`config.mk`:
```
export PLATFORM = sky130hd
export DESIGN_NAME = e203_exu_longpwbck_sched
export DESIGN_NICKNAME = d
export VERILOG_FILES = /design/src/rtl/e203_exu_longpwbck_sched.sv
export SDC_FILE = /design/constraint.sdc
export NUM_CORES = 1
export LEC_CHECK = 0
export BUFFER_PORTS_ARGS = -buffer_cell sky130_fd_sc_hd__buf_2
export CAP_MARGIN = 5
export CELL_PAD_IN_SITES_DETAIL_PLACEMENT = 1
export CELL_PAD_IN_SITES_GLOBAL_PLACEMENT = 2
export CORE_AREA = 10 10 128 118
export CTS_CLUSTER_SIZE = 10
export DETAILED_ROUTE_END_ITERATION = 7
export DIE_AREA = 0 0 138 128
export MAX_ROUTING_LAYER = met4
export PLACE_DENSITY_LB_ADDON = 0.25
export SLEW_MARGIN = 10
export SYNTH_ARGS = -nofsm -noshare
export SYNTH_HDL_FRONTEND = slang
export SYNTH_SLANG_ARGS = --single-unit
```
`constraint.sdc`:
```
create_clock -name clk -period 4.53 [get_ports clk]
set_input_delay 0.2265 -clock clk [delete_from_list [all_inputs] [get_ports clk]]
set_output_delay 0.2265 -clock clk [all_outputs]
set_load 0.03 [all_outputs]
```
`src/rtl/e203_exu_longpwbck_sched.sv`:
```
`default_nettype none
// ============================================================================
// Module   : e203_exu_longpwbck_sched
// Brief    : Long-pipe write-back scheduler. Accepts LSU / MULDIV results only
//            when their itag matches the OITF head, buffers them in a small
//            FIFO and routes the head to the regfile write-back port, the
//            exception port, or drops it silently when it writes nothing.
// Revision : 1.0 - initial release
// ============================================================================
module e203_exu_longpwbck_sched #(
    parameter int ITAG_W     = 1,
    parameter int FIFO_DEPTH = 2,
    parameter int STALL_MAX  = 255
) (
    input  logic                          clk,
    input  logic                          rst,
    input  logic                          lsu_i_valid,
    output logic                          lsu_i_ready,
    input  logic [31:0]                   lsu_i_wdat,
    input  logic [ITAG_W-1:0]             lsu_i_itag,
    input  logic                          lsu_i_err,
    input  logic                          mdv_i_valid,
    output logic                          mdv_i_ready,
    input  logic [31:0]                   mdv_i_wdat,
    input  logic [ITAG_W-1:0]             mdv_i_itag,
    input  logic                          mdv_i_err,
    input  logic                          oitf_empty,
    input  logic [ITAG_W-1:0]             oitf_ret_ptr,
    input  logic [4:0]                    oitf_ret_rdidx,
    input  logic                          oitf_ret_rdwen,
    input  logic                          oitf_ret_rdfpu,
    output logic                          oitf_ret_ena,
    output logic                          longp_wbck_o_valid,
    input  logic                          longp_wbck_o_ready,
    output logic [31:0]                   longp_wbck_o_wdat,
    output logic [4:0]                    longp_wbck_o_rdidx,
    output logic                          longp_wbck_o_rdfpu,
    output logic [4:0]                    longp_wbck_o_flags,
    output logic                          longp_excp_o_valid,
    input  logic                          longp_excp_o_ready,
    output logic                          longp_excp_o_src,
    output logic [$clog2(FIFO_DEPTH):0]   fifo_cnt,
    output logic                          stall_err
);

    localparam int c_PTR_W   = $clog2(FIFO_DEPTH);
    localparam int c_CNT_W   = c_PTR_W + 1;
    localparam int c_STALL_W = $clog2(STALL_MAX + 1);
    localparam int c_ENT_W   = 41;

    // Entry layout: [40:9] wdat, [8:4] rdidx, [3] rdwen, [2] rdfpu, [1] err, [0] src
    logic [c_ENT_W-1:0]   r_mem [FIFO_DEPTH];
    logic [c_PTR_W-1:0]   r_wptr;
    logic [c_PTR_W-1:0]   r_rptr;
    logic [c_CNT_W-1:0]   r_cnt;
    logic [c_STALL_W-1:0] r_stall_cnt;
    logic                 r_stall_err;

    logic                 w_lsu_hit;
    logic                 w_mdv_hit;
    logic                 w_mdv_lost;
    logic                 w_full;
    logic                 w_acc_ok;
    logic                 w_push;
    logic [c_ENT_W-1:0]   w_push_ent;
    logic [c_ENT_W-1:0]   w_head;
    logic                 w_head_vld;
    logic                 w_wbck_vld;
    logic                 w_excp_vld;
    logic                 w_silent;
    logic                 w_pop;
    logic                 w_stall_inc;

    // Only the unit holding the OITF head may retire; LSU wins a double hit.
    // Acceptance is also held off while in reset so no OITF entry is returned.
    assign w_lsu_hit   = lsu_i_valid & ~oitf_empty & (lsu_i_itag == oitf_ret_ptr);
    assign w_mdv_hit   = mdv_i_valid & ~oitf_empty & (mdv_i_itag == oitf_ret_ptr);
    assign w_mdv_lost  = w_lsu_hit;
    assign w_full      = (r_cnt == c_CNT_W'(FIFO_DEPTH));
    assign w_acc_ok    = ~w_full & ~rst;
    assign w_push      = (w_lsu_hit | w_mdv_hit) & w_acc_ok;
    assign lsu_i_ready = w_lsu_hit & w_acc_ok;
    assign mdv_i_ready = w_mdv_hit & ~w_mdv_lost & w_acc_ok;
    assign oitf_ret_ena = w_push;

    assign w_push_ent = w_lsu_hit
        ? {lsu_i_wdat, oitf_ret_rdidx, oitf_ret_rdwen, oitf_ret_rdfpu, lsu_i_err, 1'b0}
        : {mdv_i_wdat, oitf_ret_rdidx, oitf_ret_rdwen, oitf_ret_rdfpu, mdv_i_err, 1'b1};

    // Head classification: error -> exception, rdwen -> write-back, else silent
    assign w_head     = r_mem[r_rptr];
    assign w_head_vld = (r_cnt != '0);
    assign w_excp_vld = w_head_vld & w_head[1];
    assign w_wbck_vld = w_head_vld & ~w_head[1] & w_head[3];
    assign w_silent   = w_head_vld & ~w_head[1] & ~w_head[3];
    assign w_pop      = (w_wbck_vld & longp_wbck_o_ready)
                      | (w_excp_vld & longp_excp_o_ready)
                      | w_silent;

    assign longp_wbck_o_valid = w_wbck_vld;
    assign longp_wbck_o_wdat  = w_head[40:9];
    assign longp_wbck_o_rdidx = w_head[8:4];
    assign longp_wbck_o_rdfpu = w_head[2];
    assign longp_wbck_o_flags = 5'd0;
    assign longp_excp_o_valid = w_excp_vld;
    assign longp_excp_o_src   = w_head[0];
    assign fifo_cnt           = r_cnt;
    assign stall_err          = r_stall_err;

    // Result storage; contents are don't-care until the slot is pushed
    always_ff @(posedge clk) begin
        if (w_push) begin
            r_mem[r_wptr] <= w_push_ent;
        end
    end

    // FIFO pointers and occupancy; pointers wrap naturally (power-of-2 depth)
    always_ff @(posedge clk) begin
        if (rst) begin
            r_wptr <= '0;
            r_rptr <= '0;
            r_cnt  <= '0;
        end else begin
            if (w_push) begin
                r_wptr <= r_wptr + c_PTR_W'(1);
            end
            if (w_pop) begin
                r_rptr <= r_rptr + c_PTR_W'(1);
            end
            case ({w_push, w_pop})
                2'b10:   r_cnt <= r_cnt + c_CNT_W'(1);
                2'b01:   r_cnt <= r_cnt - c_CNT_W'(1);
                default: r_cnt <= r_cnt;
            endcase
        end
    end

    // No-retirement watchdog: saturating counter with a sticky error flag
    assign w_stall_inc = ~oitf_empty & ~w_push;

    always_ff @(posedge clk) begin
        if (rst) begin
            r_stall_cnt <= '0;
            r_stall_err <= 1'b0;
        end else begin
            if (!w_stall_inc) begin
                r_stall_cnt <= '0;
            end else if (r_stall_cnt != c_STALL_W'(STALL_MAX)) begin
                r_stall_cnt <= r_stall_cnt + c_STALL_W'(1);
            end
            if (w_stall_inc && (r_stall_cnt == c_STALL_W'(STALL_MAX - 1))) begin
                r_stall_err <= 1'b1;
            end
        end
    end

endmodule
`default_nettype wire

```
# Word-level counts from Yosys, hierarchy flattened

Memories as Yosys holds them, arrays and structs flattened. A register that Yosys moved wholly into a read port is not among the register bits.
Cells that the tools add are included.

$add $sub $neg: 5
Equal/unequal tests: 7
Multiplexer cells: 6
Bitwise operators: 27
Reductions and logical operators: 4

Operator list:

| operator                                                               | number |
|---|---|
| 41-bit 2-to-1 mux                                                      | 1 |
| 1-bit bitwise AND                                                      | 16 |
| 8-bit by 1-bit adder with 8-bit output (second input constant)         | 1 |
| 8-bit equality test (second input constant)                            | 1 |
| 8-bit != test (second input constant)                                  | 1 |
| 1-bit NOT                                                              | 8 |
| 2-bit equality test (second input constant)                            | 2 |
| 1-bit 2-to-1 mux                                                       | 4 |
| 2-bit case mux with 2 select lines                                     | 1 |
| 2-bit nonzero test                                                     | 2 |
| 1-bit OR                                                               | 3 |
| 1-bit adder (second input constant)                                    | 2 |
| 2-bit by 1-bit adder with 2-bit output (second input constant)         | 1 |
| 1-bit equality test                                                    | 2 |
| 2-bit by 1-bit equality test with 1-bit output (second input constant) | 1 |
| 2-bit OR reduction                                                     | 1 |
| 2-bit by 1-bit subtractor with 2-bit output (second input constant)    | 1 |
| 1-bit logical AND                                                      | 1 |

Register bits after elaboration: 13
Bits in writable memories: 82
Bits of input ports: 83
Output and inout port bits: 52
Word-level logic and storage cells: 55
Memories kept: 1

Memory list:

| memory | depth | width | rd ports | clocked after memory_dff | write ports | line | source |
|---|---|---|---|---|---|---|---|
| r_mem  | 2     | 41    | 1        | 1                        | 1           | 52   | `logic [c_ENT_W-1:0] r_mem [FIFO_DEPTH];` |

# Logic depth before layout (Yosys ltp)

Depth in word-level cells: 9
Depth in mapped cells: 8
Depth with buffers taken out: 7

# Worst setup path after synthesis

Ideal clock, no wire load.

Path kind: reg2reg
From: register r_cnt[0], in the netlist fifo_cnt[0]
To: memory r_mem[0][0], enable pin
Setup time: 439 ps
Arrival: 2884 ps
Data required time: 4091 ps
Setup slack: 1207 ps
Cell stages (with the launch flop): 5
Path buffers: 0
Clock period less this slack: 3323 ps
Path through: dfxtp_1 > inv_1 > a21o_1 > or2_4 > nor2_1

Word-level cells in the longest chain between the ends: 6

RTL lines:

| element                                | line | source |
|---|---|---|
| start, declared                        | 55   | `logic [c_CNT_W-1:0] r_cnt;` |
| start signal, assigned                 | 131  | `2'b10: r_cnt <= r_cnt + c_CNT_W'(1);` |
| start signal, assigned                 | 132  | `2'b01: r_cnt <= r_cnt - c_CNT_W'(1);` |
| start signal, assigned                 | 133  | `default: r_cnt <= r_cnt;` |
| 2-bit equality test                    | 79   | `assign w_full = (r_cnt == c_CNT_W'(FIFO_DEPTH));` |
| 1-bit NOT                              | 80   | `assign w_acc_ok = ~w_full & ~rst;` |
| 1-bit bitwise AND                      | 80   |  |
| 1-bit bitwise AND                      | 81   | `assign w_push = (w_lsu_hit \| w_mdv_hit) & w_acc_ok;` |
| 1-bit 2-to-1 mux                       | 112  | `if (w_push) begin` |
| 1-bit 2-to-1 mux (not written as such) | 113  | `r_mem[r_wptr] <= w_push_ent;` |
| end, declared                          | 52   |  |

Every way passes these cells.

==> results by group <==
Final layout
  • Register area: 2740 um2
  • Fin util: 0.429
  • Layout cells sized above 1: 0.578
  • Final-stage net count: 477
  • Fill cells: 1316
  • Multi-input gate area: 1430 um2
  • Area Overhead vs Synth: 25.3%
  • ANT cells: 0

Pwr
  • Reg power frac: 0.426
  • Switch Pwr: 0.000775 W
  • Total Power: 0.00249 W
  • Power per standard cell area: 465 nW/um2
  • Leakage: 2.14 nW
  • Share of total power in the clock network: 0.296
  • Cell internal pwr: 0.00171 W
  • Comb pwr share: 0.278
  • Switching Share: 0.312
  • Largest vdd supply drop: 0.194 mV

Synth
  • Synth top area cells: edfxtp_1 58%, mux2_2 12%, mux2_4 9.5%
  • Mapped Area: 4270 um2
  • Post-synth top cells: 82 x edfxtp_1, 45 x mux2_2, 27 x mux2_4
  • Avg Cell Area, Syn: 16.6 um2
  • Async SR Flop Fraction: 0
  • Seq/Total Area, Yosys: 0.642
  • EDFF count, synth: 82
  • Synth area leader: edfxtp_1
  • Register bit total from synthesis: 96
  • Most used DFF post-synth: edfxtp_1
  • Synth cell types: 43
  • Yosys top cell area share: 0.576
  • Ys Warns: 0
  • Top-count cell post-synth: edfxtp_1
  • Syn Inst Count: 258

Timing
  • Relative slew slack: 0.281
  • # setup viols final: 0
  • Tcrit/Tclk final: 0.544
  • Final min period: 2.47 ns
  • Highest Clock Rate: 406 MHz
  • Max-slew violation count: 0
  • Skew final: 0.00563 ns
  • Unrepaired setup endpoints after global routing: false
  • Worst-margin pin slew: 1.08 ns
  • Setup TNS: 0 ns
  • Final Hold Fails: 0

Floorplanning
  • Area of the core: 12500 um2
  • Ports: 135
  • Row count: 39
  • Die H: 128 um
  • Die Wd: 138 um
  • Die area: 17700 um2
  • Initial Util: 0.342

Clock tree
  • Cts bufs inserted: 9
  • Clock tree buffer depth: 2
  • Post_cts resized: 0
  • Reg clk slew, reported paths: 0.07 ns
  • Clock tree root buffer cell: clkbuf_16
  • # hold bufs at CTS: 0
  • CTS tree: built
  • Post-CTS Setup Inserts: 0
  • CTS HTree Levels: 3
  • Skew-Pair Late Insertion Delay: 0.34 ns
  • CTS sink cnt: 96

Critical path
  • Arrival @ worst endpoint: 2.74 ns
  • Crit path capture type: flip-flop
  • Critical Path Source Type: flip-flop
  • CP required: 4.81 ns
  • Critical-path maximum fanout: 26
  • Worst setup path category: flip-flop to flip-flop

Global route
  • Via count of the first global-routing pass: 2894
  • Initial antenna violation count: 0
  • Largest net degree at the start of global routing: 42
  • GRT Residual Overflow: 0
  • GRT Util Overall: 0.115
  • First-pass GRT wire length: 15.6 mm

Routing
  • Wirelength per Cell: 17.9 um
  • Final WL: 10.0 mm
  • ANT nets after route: 0
  • DRC errors left: 0
  • Initial drt markers: 81
  • Router iterations before antenna repair: 4
  • Via count: 2545
  • DR vias/cell: 4.54

Worst hold path
  • Worst hold path class: input port to flip-flop

Run status
  • Status: completed

Placed design
  • Port bufs: 129
  • HPWL Detailed: 7.36 mm
  • GPL Wtd Cong: 0.701

Job
  • Max cap viols: 0
final cells by class:
| type | instances | area share |
|---|---|---|
| Timing Repair Buffer | 131 | 0.123 |
| Sequential cell | 96 | 0.513 |
| Multi-Input combinational cell | 147 | 0.268 |
| Clock inverter | 7 | 0.0117 |
| Tap cell | 164 | 0.0383 |
| Inverter | 6 | 0.00421 |
| Clock buffer | 9 | 0.0421 |
registers in the layout (all words and copies together), names as in the netlist, named ones only:
| signal | flops |
|---|---|
| r_mem | 82 |
| r_wptr | 1 |
| stall_err | 1 |
| fifo_cnt | 2 |
| r_stall_cnt | 8 |
| r_rptr | 1 |
worst max-delay path, cell delays in order, from the launching register on:
cell and delay [ns]:
dfxtp_2 0.60, buf_4 0.43, mux2i_1 0.28, o22a_1 0.15, o21a_1 0.17, ha_1 0.27
or3_1 0.35, a21oi_1 0.15
logic make-up (layout without fill, tap and decap cells):
group | count (synthesis) | in the layout | synth area share
flops | 96 | 96 | 0.642
buf+inv | 19 | 153 | 0.0278
other cells | 1 | 5 | 0.000878
xor+xnor | 7 | 7 | 0.0161
fa+ha+maj | 3 | 3 | 0.00879
simple gates | 38 | 38 | 0.0480
mux | 76 | 76 | 0.223
compound gates | 18 | 18 | 0.0328
path summary, 6_finish.rpt:
check / startpoint / to / slack, ns / cells after the start
worst max-delay path: flip-flop / fifo_cnt[1] / 2.06 / 7
worst min register to register: stall_err / stall_err / 0.48 / 2
worst min-delay path: oitf_ret_rdwen / r_mem[1][3] / 0.08 / 1
worst max register to register: flip-flop / fifo_cnt[1] / 2.06 / 7
power groups by stage:
| stage | combinational [W] | clock (W) | sequential (W) |
|---|---|---|---|
| after floorplan | 0.000520 | 0 | 0.00106 |
| after global placement | 0.000699 | 0 | 0.00108 |
| after detailed placement | 0.000707 | 0 | 0.00108 |
| after CTS | 0.000710 | 0.000762 | 0.00106 |
| after global routing | 0.000746 | 0.000787 | 0.00107 |
| final | 0.000692 | 0.000736 | 0.00106 |
per-stage QoR:
step | instance area [um2] | cells | hold slack [ns] | setup WS, ns
finish | 5350 | 560 | 0.0755 | 2.06
global route | 5350 | 560 | 0.0700 | 1.85
CTS | 5350 | 560 | 0.0592 | 1.99
detailed placement | 5070 | 544 | 0.423 | 2.00
global placement | 5070 | 544 | 0.416 | 2.08
floorplan | 4290 | 262 | 0.296 | 1.21
layer usage:
layer	vias up	share of wire	global-route usage
met3	15	0.045	0.0319
li1	1232	-	-
met1	1226	0.42	0.126
met2	72	0.51	0.193
met4	0	0.019	0.0539
met5	-	0	-
cells in the final DEF (no fill, tap or decap), types with 5 or more instances in the layout:
| cell type | n |
|---|---|
| mux2_4 | 27 |
| inv_1 | 5 |
| clkbuf_16 | 9 |
| buf_2 | 129 |
| nand3_1 | 7 |
| dfxtp_1 | 13 |
| edfxtp_1 | 82 |
| conb_1 | 5 |
| mux2_2 | 45 |
| nor2_1 | 14 |
Note: power is estimated with default switching activity, not from simulation.
